File: src/rtl/dmem_arbiter.sv
// ---------------------------------------------------------------------------
// dmem_arbiter
//
// Shares the single-port data memory between the core's load/store port and
// a debug/loader master. The core sees a zero-latency path straight through to
// the memory. The debug master uses a req/ack handshake. A pending debug
// request wins on any cycle the core is idle. Under continuous core traffic
// it is forced through after MAX_WAIT denied cycles. On the cycle the debug
// master takes the memory while the core also wants it, the core is stalled.
//
// Parameters
//   MAX_WAIT  : consecutive denied cycles before a debug request preempts the
//               core (0 = debug always wins immediately)
//   CNT_W     : width of the saturating stall performance counter
//
// Ports
//   clk, rst                      : clock, synchronous active-high reset
//   cpu_req/we/adr/wd, cpu_rd     : core data port (cpu_rd is mem_rd)
//   cpu_stall                     : core must hold state this cycle
//   dbg_req/we/adr/wd             : debug request, held until dbg_ack
//   dbg_rd, dbg_ack               : registered read data, one-cycle ack pulse
//   mem_we/adr/wd, mem_rd         : to/from dmem (async read, sync write)
//   stall_cnt                     : saturating count of stalled cycles
// ---------------------------------------------------------------------------
module dmem_arbiter #(
    parameter int MAX_WAIT = 4,
    parameter int CNT_W    = 16
) (
    input  logic             clk,
    input  logic             rst,

    input  logic             cpu_req,
    input  logic             cpu_we,
    input  logic [31:0]      cpu_adr,
    input  logic [31:0]      cpu_wd,
    output logic [31:0]      cpu_rd,
    output logic             cpu_stall,

    input  logic             dbg_req,
    input  logic             dbg_we,
    input  logic [31:0]      dbg_adr,
    input  logic [31:0]      dbg_wd,
    output logic [31:0]      dbg_rd,
    output logic             dbg_ack,

    output logic             mem_we,
    output logic [31:0]      mem_adr,
    output logic [31:0]      mem_wd,
    input  logic [31:0]      mem_rd,

    output logic [CNT_W-1:0] stall_cnt
);

    // The wait counter only has to reach MAX_WAIT; keep at least one bit so
    // the MAX_WAIT = 0 configuration still elaborates.
    localparam int WAIT_W = (MAX_WAIT < 1) ? 1 : $clog2(MAX_WAIT + 1);
    localparam logic [WAIT_W-1:0] WAIT_LIMIT = WAIT_W'(MAX_WAIT);

    typedef enum logic [1:0] {
        ST_IDLE = 2'd0,
        ST_WAIT = 2'd1,
        ST_ACK  = 2'd2
    } state_t;

    state_t             state_q,     state_d;
    logic [WAIT_W-1:0]  wait_cnt_q,  wait_cnt_d;
    logic [31:0]        dbg_rd_q,    dbg_rd_d;
    logic [CNT_W-1:0]   stall_cnt_q, stall_cnt_d;

    logic               dbg_gnt;
    logic               wait_expired;

    // The counter saturates at WAIT_LIMIT and never goes past it, so an
    // equality test is the same as ">= MAX_WAIT". With MAX_WAIT = 0 the
    // counter is stuck at zero and the test is always true.
    assign wait_expired = (wait_cnt_q == WAIT_LIMIT);

    // Debug grant: never in the ACK cycle, so back-to-back debug transactions
    // always leave a free cycle for the core in between.
    assign dbg_gnt = dbg_req && (state_q != ST_ACK) && (!cpu_req || wait_expired);

    // Memory mux. The core path is purely combinational so a single-cycle
    // datapath sees memory with zero latency. Writes are blocked during reset
    // so a transaction caught by reset cannot corrupt memory.
    always_comb begin
        mem_adr = cpu_adr;
        mem_wd  = cpu_wd;
        mem_we  = cpu_req && cpu_we;
        if (dbg_gnt) begin
            mem_adr = dbg_adr;
            mem_wd  = dbg_wd;
            mem_we  = dbg_we;
        end
        if (rst) begin
            mem_we = 1'b0;
        end
    end

    assign cpu_rd    = mem_rd;
    assign cpu_stall = cpu_req && dbg_gnt;

    // Debug handshake FSM. IDLE and WAIT both accept a grant; WAIT only
    // exists to remember that the request has already been refused, so the
    // wait counter keeps climbing towards the preemption point. Dropping the
    // request while waiting abandons it silently.
    always_comb begin
        state_d    = state_q;
        wait_cnt_d = wait_cnt_q;
        dbg_rd_d   = dbg_rd_q;

        case (state_q)
            ST_IDLE: begin
                if (dbg_gnt) begin
                    state_d  = ST_ACK;
                    dbg_rd_d = mem_rd;
                end else if (dbg_req) begin
                    state_d    = ST_WAIT;
                    wait_cnt_d = WAIT_W'(1);
                end
            end

            ST_WAIT: begin
                if (dbg_gnt) begin
                    state_d    = ST_ACK;
                    dbg_rd_d   = mem_rd;
                    wait_cnt_d = '0;
                end else if (!dbg_req) begin
                    state_d    = ST_IDLE;
                    wait_cnt_d = '0;
                end else if (!wait_expired) begin
                    wait_cnt_d = wait_cnt_q + WAIT_W'(1);
                end
            end

            ST_ACK: begin
                state_d = ST_IDLE;
            end

            default: begin
                state_d    = ST_IDLE;
                wait_cnt_d = '0;
            end
        endcase
    end

    // Stall performance counter, saturating at all-ones.
    always_comb begin
        stall_cnt_d = stall_cnt_q;
        if (cpu_stall && (stall_cnt_q != {CNT_W{1'b1}})) begin
            stall_cnt_d = stall_cnt_q + CNT_W'(1);
        end
    end

    // State registers with synchronous reset.
    always_ff @(posedge clk) begin
        if (rst) begin
            state_q     <= ST_IDLE;
            wait_cnt_q  <= '0;
            dbg_rd_q    <= '0;
            stall_cnt_q <= '0;
        end else begin
            state_q     <= state_d;
            wait_cnt_q  <= wait_cnt_d;
            dbg_rd_q    <= dbg_rd_d;
            stall_cnt_q <= stall_cnt_d;
        end
    end

    assign dbg_ack   = (state_q == ST_ACK);
    assign dbg_rd    = dbg_rd_q;
    assign stall_cnt = stall_cnt_q;

endmodule

File: config.mk
export PLATFORM = sky130hd
export DESIGN_NAME = dmem_arbiter
export DESIGN_NICKNAME = d
export VERILOG_FILES = /design/src/rtl/dmem_arbiter.sv
export SDC_FILE = /design/constraint.sdc
export NUM_CORES = 1
export LEC_CHECK = 0
export CORE_AREA = 2 2 122 124
export CTS_CLUSTER_SIZE = 12
export DETAILED_ROUTE_END_ITERATION = 8
export DIE_AREA = 0 0 124 126
export HOLD_SLACK_MARGIN = 0.06
export SLEW_MARGIN = 20
export SYNTH_ARGS = -nofsm -noshare
export SYNTH_HDL_FRONTEND = slang
export SYNTH_SLANG_ARGS = --single-unit
export TNS_END_PERCENT = 100
File: constraint.sdc
create_clock -name clk -period 3.8 [get_ports clk]
set_input_delay 0.57 -clock clk [delete_from_list [all_inputs] [get_ports clk]]
set_output_delay 0.57 -clock clk [all_outputs]
set_load 0.005 [all_outputs]
==> results of run 1 <==
-- power breakdown --
part / internal (mW) / switching [mW] / leakage (nW) / total, mW
registers: 0.573 / 0.00914 / 0.431 / 0.582
clock network: 0.245 / 0.192 / 0.0641 / 0.437
logic: 0.341 / 0.181 / 2.07 / 0.522
total: 1.16 / 0.381 / 2.56 / 1.54
-- placed cells by master, fill, tap and decap left out, types with 3 or more instances in the layout --
cell type	instances
ha_1	3
xnor2_1	6
or3_1	4
a31oi_1	3
dfxtp_1	53
clkdlybuf4s50_1	311
buf_4	5
nor4_1	6
a21oi_1	38
nand2_1	263
nand4_1	3
nand3b_1	3
nor2_1	16
nor3_1	5
o21ai_0	4
clkbuf_16	5
nand3_1	9
inv_1	4
-- how the worst max path moves through the flow --
stage | from | end | slack, ns | cells past startpoint
floorplan | cpu_req | mem_adr[12] | 1.49 | 7
CTS | cpu_req | mem_we | 0.51 | 7
global route | cpu_req | mem_we | 0.39 | 7
global placement | cpu_req | mem_we | 0.53 | 7
finish | cpu_req | mem_we | 0.52 | 7
detailed placement | cpu_req | mem_we | 0.53 | 7
-- worst reg2reg max path, delay by kind of cell, from the launching register on --
kind	cells	cell delay (ns)
xor+xnor	1	0.21
simple gates	4	1.39
flops	1	0.40
fa+ha+maj	1	0.23
-- flip-flops by register name, summed over array words and instances, names as in the netlist --
signal	cells
dbg_rd	32
stall_cnt	16
wait_cnt_q	3
state_q	2
-- per-layer routing --
layer  up-vias  wire, um  part of all wire [%]  GRT usage [%]
li1       2113         -                     -              -
met1      1829      4990                    37           17.7
met2       235      6670                    50           29.1
met3        18      1290                   9.6           3.94
met4         0       386                   2.9           6.21
met5         -         0                     0              0
-- logic make-up (layout without fill, tap and decap cells) --
family | count (synthesis) | in the layout | synth area share [%]
fa+ha+maj | 3 | 3 | 1.19
simple gates | 325 | 325 | 42.5
flops | 53 | 53 | 33.6
buf+inv | 65 | 331 | 11.5
xor+xnor | 7 | 7 | 1.94
mux | 3 | 3 | 1.03
compound gates | 49 | 49 | 8.27
other cells | 0 | 1 | 0
-- layout make-up --
cell class                 instances  share of cell area [%]
sequential                        53                    16.7
clock buffer                       7                    2.08
inverter                           5                   0.295
clock inverter                     1                   0.118
multi-input combinational        387                    27.4
tap                              184                    3.61
antenna                            1                  0.0393
timing repair buffer             318                    49.8
-- per-stage QoR --
step / util (%) / cell area, um^2 / power [mW] / hold WS (ns) / setup WS [ns]
after floorplan: - / 3160 / 0.750 / 0.453 / 1.49
after global placement: 43.5 / 6220 / 1.12 / 0.443 / 0.528
after detailed placement: 43.5 / 6230 / 1.12 / 0.446 / 0.527
after CTS: 44.5 / 6370 / 1.57 / 0.456 / 0.508
after global routing: 44.5 / 6370 / 1.63 / 0.471 / 0.395
final: 44.5 / 6370 / 1.54 / 0.453 / 0.524
==> impl_metrics.toml, run 1 <==
[sta]
final-setup-viol-count = 0
fin_crit_sh_pct = 86.2
rsz0062_at_grt = "false"
max_freq_mhz = 305
tns_ns = 0
finalHoldViolations = 0
slew_headroom_pct = 34.6
skew_ns = 0.00587
worst_pin_slew_ns = 0.972
fin_crit_ns = 3.28
maxSlewViolCount = 0

[critical_path]
path_cells = "clkdlybuf4s50_1 -> a21boi_0 -> nand3b_1 -> buf_4 -> nand3_1 -> a21oi_1 -> clkdlybuf4s50_1"
critPathRequiredTime_ns = 3.23
regToRegStartpoint = "stall_cnt[0]"
worstSetupEndpointType = "output pin"
rr_worst_depth = 6
crit_top_cell = "clkdlybuf4s50_1"
crit_buf_inv = 3
cp_slowest_cell = "clkdlybuf4s50_1"
r2r_end = "stall_cnt[6]"
start_kind = "input port"
worstPathArrival_ns = 2.71
r2r_setup_slack_ns = 1.44
path_class = "in2out"
crit_path_max_incr_delay_ns = 0.54
path_delay_family = "buffers and inverters"
cp_max_fo = 38

[place]
hpwl_um = 10900
placed_cells = 947
gp_congestion = 0.904
port_buffers = 312

[clock_network]
post_cts_resized = 0
cts_tree = "done"
post-cts-setup-buffers = 0
clkLatencyLatePin_ns = 0.29
clock_tree.buffer_depth = 2
clkTransAtPathRegs_ns = 0.07
cts_sinks = 53
numCtsBuffers = 5
htreeDepth = 2
cts-root-buf = "clkbuf_16"
hold_buffers = 0

[outcome]
outcome = "completed"

[synth]
ys.warnings.count = 0
postSynthCellCount = 505
synthDistinctLibCells = 37
synthesis.nets = 674
syn_area_per_cell_um2 = 6.26
yosysMostFrequentCell = "nand2_1"
ys.flop_type = "dfxtp_1"
ys_seq_area_share_pct = 33.6
netlist_top_cells_count = "nand2_1 (263), dfxtp_1 (53), a21oi_1 (38), buf_4 (32), clkbuf_1 (22)"
synth_top_area_share_pct = 33.6
syn_area_mm2 = 0.00316
synth_area_leaders = "dfxtp_1 (34%), nand2_1 (31%), buf_4 (7.6%), a21oi_1 (6.0%), clkbuf_1 (2.6%)"
synthArstFlopShare_pct = 0
synth_edf_count = 0
synth_top_area_cell = "dfxtp_1"
ys_ff_latch = 53

[final_layout]
nNetsFinal = 939
area_growth_pct = 102
final_cells = 956
seq_area_mm2 = 0.00106
multiInputGateArea_mm2 = 0.00174
final_layout_size_suffix_gt1_share_pct = 2.59
nFillCells = 1462

[routing]
dr.pass1.iters = 5
vias_per_cell = 4.39
wl_um = 13300
drc = 0
initialDrtViolationCount = 149
vias = 4195
wl_per_cell_um = 13.9
antenna_left = 0

[global_route]
grt_pass1_wl_um = 19800
antenna_found_initial = 1
track_usage_pct = 16.0
grt_pass1_vias = 3971
grt_max_degree = 55
grt_overflow_total = 0

[min_path]
hold_path_end = "dbg_rd[16]"
holdPathStages = 2
min_from = "dbg_rd[16]"
worst_hold_path_type = "reg2reg"

[power_and_ir_drop]
irDropWorstVdd_mv = 0.194
p_leak_nw = 2.56
powerDensity_mw_per_mm2 = 242

[floorplan]
core_mm2 = 0.0143
start_util_pct = 22.1
dieArea_mm2 = 0.0156
core.rowCount = 44
die_x_um = 124
ioPinCount = 313
fp.dieH_um = 126

[flow_run]
cap_violations = 0
(Power assumes the default switching activity.)
==> run 2: changes to the inputs <==
--- a/config.mk
+++ b/config.mk
@@ -5,11 +5,14 @@
 export SDC_FILE = /design/constraint.sdc
 export NUM_CORES = 1
 export LEC_CHECK = 0
-export CORE_AREA = 2 2 122 124
+export CELL_PAD_IN_SITES_DETAIL_PLACEMENT = 0
+export CELL_PAD_IN_SITES_GLOBAL_PLACEMENT = 1
+export CORE_MARGIN = 2
+export CORE_UTILIZATION = 19
 export CTS_CLUSTER_SIZE = 12
 export DETAILED_ROUTE_END_ITERATION = 8
-export DIE_AREA = 0 0 124 126
 export HOLD_SLACK_MARGIN = 0.06
+export PLACE_DENSITY = 0.88
 export SLEW_MARGIN = 20
 export SYNTH_ARGS = -nofsm -noshare
 export SYNTH_HDL_FRONTEND = slang
==> impl_metrics.toml, run 2 (synthesis gave the netlist of run 1 again) <==
[outcome]
outcome = "completed"

[global_route]
antenna_found_initial = 0
grt_max_degree = 59
track_usage_pct = 13.9
grt_pass1_wl_um = 19900
grt_overflow_total = 0
grt_pass1_vias = 3698

[final_layout]
design_area_mm2 = 0.00644
utilization_pct = 39.3
final_common_cell = "clkdlybuf4s50_1"
n_antenna_cell = 0
layout_common_cells = "clkdlybuf4s50_1 (311), nand2_1 (263), dfxtp_1 (53)"
area_growth_pct = 104
final_cells = 991
nNetsFinal = 940
largest_register_ff_count = 32
final_layout_size_suffix_gt1_share_pct = 2.98

[floorplan]
dieArea_mm2 = 0.0177
fp.dieH_um = 133
core.rowCount = 47
ioPinCount = 313
die_x_um = 133
start_util_pct = 19.3
core_mm2 = 0.0164

[sta]
final-setup-viol-count = 0
worst_pin_slew_ns = 0.667
max_freq_mhz = 304
finalHoldViolations = 0
skew_ns = 0.00619
fin_crit_ns = 3.29
slew_headroom_pct = 55.6
rsz0062_at_grt = "false"
hold_ws_ns = 0.453
tns_ns = 0
maxSlewViolCount = 0
fin_crit_sh_pct = 86.6

[clock_network]
post_cts_resized = 0
cts-root-buf = "clkbuf_16"
clock_tree.buffer_depth = 2
cts_tree = "done"
hold_buffers = 0
numCtsBuffers = 5
htreeDepth = 2
cts_sinks = 53
clkTransAtPathRegs_ns = 0.06
clkLatencyLatePin_ns = 0.29
post-cts-setup-buffers = 0

[critical_path]
cp_slowest_cell = "clkdlybuf4s50_1"
cp_max_fo = 36
path_cells = "clkdlybuf4s50_1 -> a21boi_0 -> nand3b_1 -> inv_2 -> buf_12 -> nand2_1 -> nand2_1 -> clkdlybuf4s50_1"
worstSetupEndpointType = "output pin"
regToRegStartpoint = "wait_cnt_q[0]"
rr_worst_depth = 8
r2r_setup_slack_ns = 1.55
start_kind = "input port"
critPathRequiredTime_ns = 3.23
path_class = "in2out"
r2r_end = "dbg_rd[6]"
worstPathArrival_ns = 2.72
crit_path_max_incr_delay_ns = 0.50

[min_path]
worst_hold_path_type = "reg2reg"
min_from = "dbg_rd[24]"
holdPathStages = 2
hold_path_end = "dbg_rd[24]"

[power_and_ir_drop]
clockPowerShare_pct = 29.6
powerDensity_mw_per_mm2 = 243
p_sw_uw = 389
power.internal_mw = 1.18
comb_power_share_pct = 33.3
p_leak_nw = 2.58
power_frac_seq_pct = 37.2
swShare_pct = 24.9
irDropWorstVdd_mv = 0.151

[place]
port_buffers = 312
hpwl_um = 10200
gp_congestion = 0.771
post_dp_cell_area_mm2 = 0.00629
placed_cells = 984

[routing]
initialDrtViolationCount = 154
dr.pass1.iters = 4
vias_per_cell = 4.05
antenna_left = 0
vias = 4010
drc = 0
wl_per_cell_um = 13.1
wl_um = 12900

[flow_run]
cap_violations = 0
==> run 2: changes by cell type in the layout (fill, tap and decap cells not counted) <==
cell,change
diode_2,-1
nor2_4,-1
nor4_2,+1
nor2_2,+1
clkbuf_8,+1
clkbuf_1,-2
buf_12,+1
nor4_1,-1
==> run 2: worst max-delay path: cells and delay by family <==
kind,cells,cell delay [ns]
AO/OA/AOI/OAI,1,0.15
AND/OR/NAND/NOR,3,0.49
buffers and inverters,4,1.48
==> run 2: metrics by stage <==
stage	total power, mW	setup slack (ns)
floorplan	0.750	1.49
global placement	1.12	0.578
detailed placement	1.12	0.531
CTS	1.60	0.533
global route	1.65	0.388
finish	1.56	0.510
==> run 2: power groups by stage <==
stage | sequential [mW] | clock (mW) | combinational [mW]
global placement | 0.594 | 0 | 0.525
finish | 0.582 | 0.463 | 0.520
global route | 0.583 | 0.503 | 0.565
floorplan | 0.596 | 0 | 0.154
detailed placement | 0.595 | 0 | 0.523
CTS | 0.582 | 0.490 | 0.526
==> run 2: routing by layer <==
metal,vias up,part of all wire (%),global-route usage (%)
met3,8,7.8,3.26
met5,-,0,0
met4,0,1.1,3.17
met2,181,47,23.1
li1,2110,-,-
met1,1711,44,18.1
==> run 2: worst max-delay path by stage <==
stage	from	to	slack [ns]
final	cpu_req	mem_adr[5]	0.51
after global routing	cpu_req	mem_adr[5]	0.39
after CTS	cpu_req	mem_adr[5]	0.53
after detailed placement	cpu_req	mem_adr[5]	0.53
after global placement	cpu_req	mem_adr[5]	0.58
after floorplan	cpu_req	mem_adr[12]	1.49
==> run 2: cell type report <==
type	count	area, um^2
Clock inverter	1	7.51
Sequential cell	53	1060
Multi-Input combinational cell	387	1740
Timing Repair Buffer	319	3200
Inverter	5	18.8
Fill cell	1638	9970
Tap cell	220	275
Clock buffer	6	139
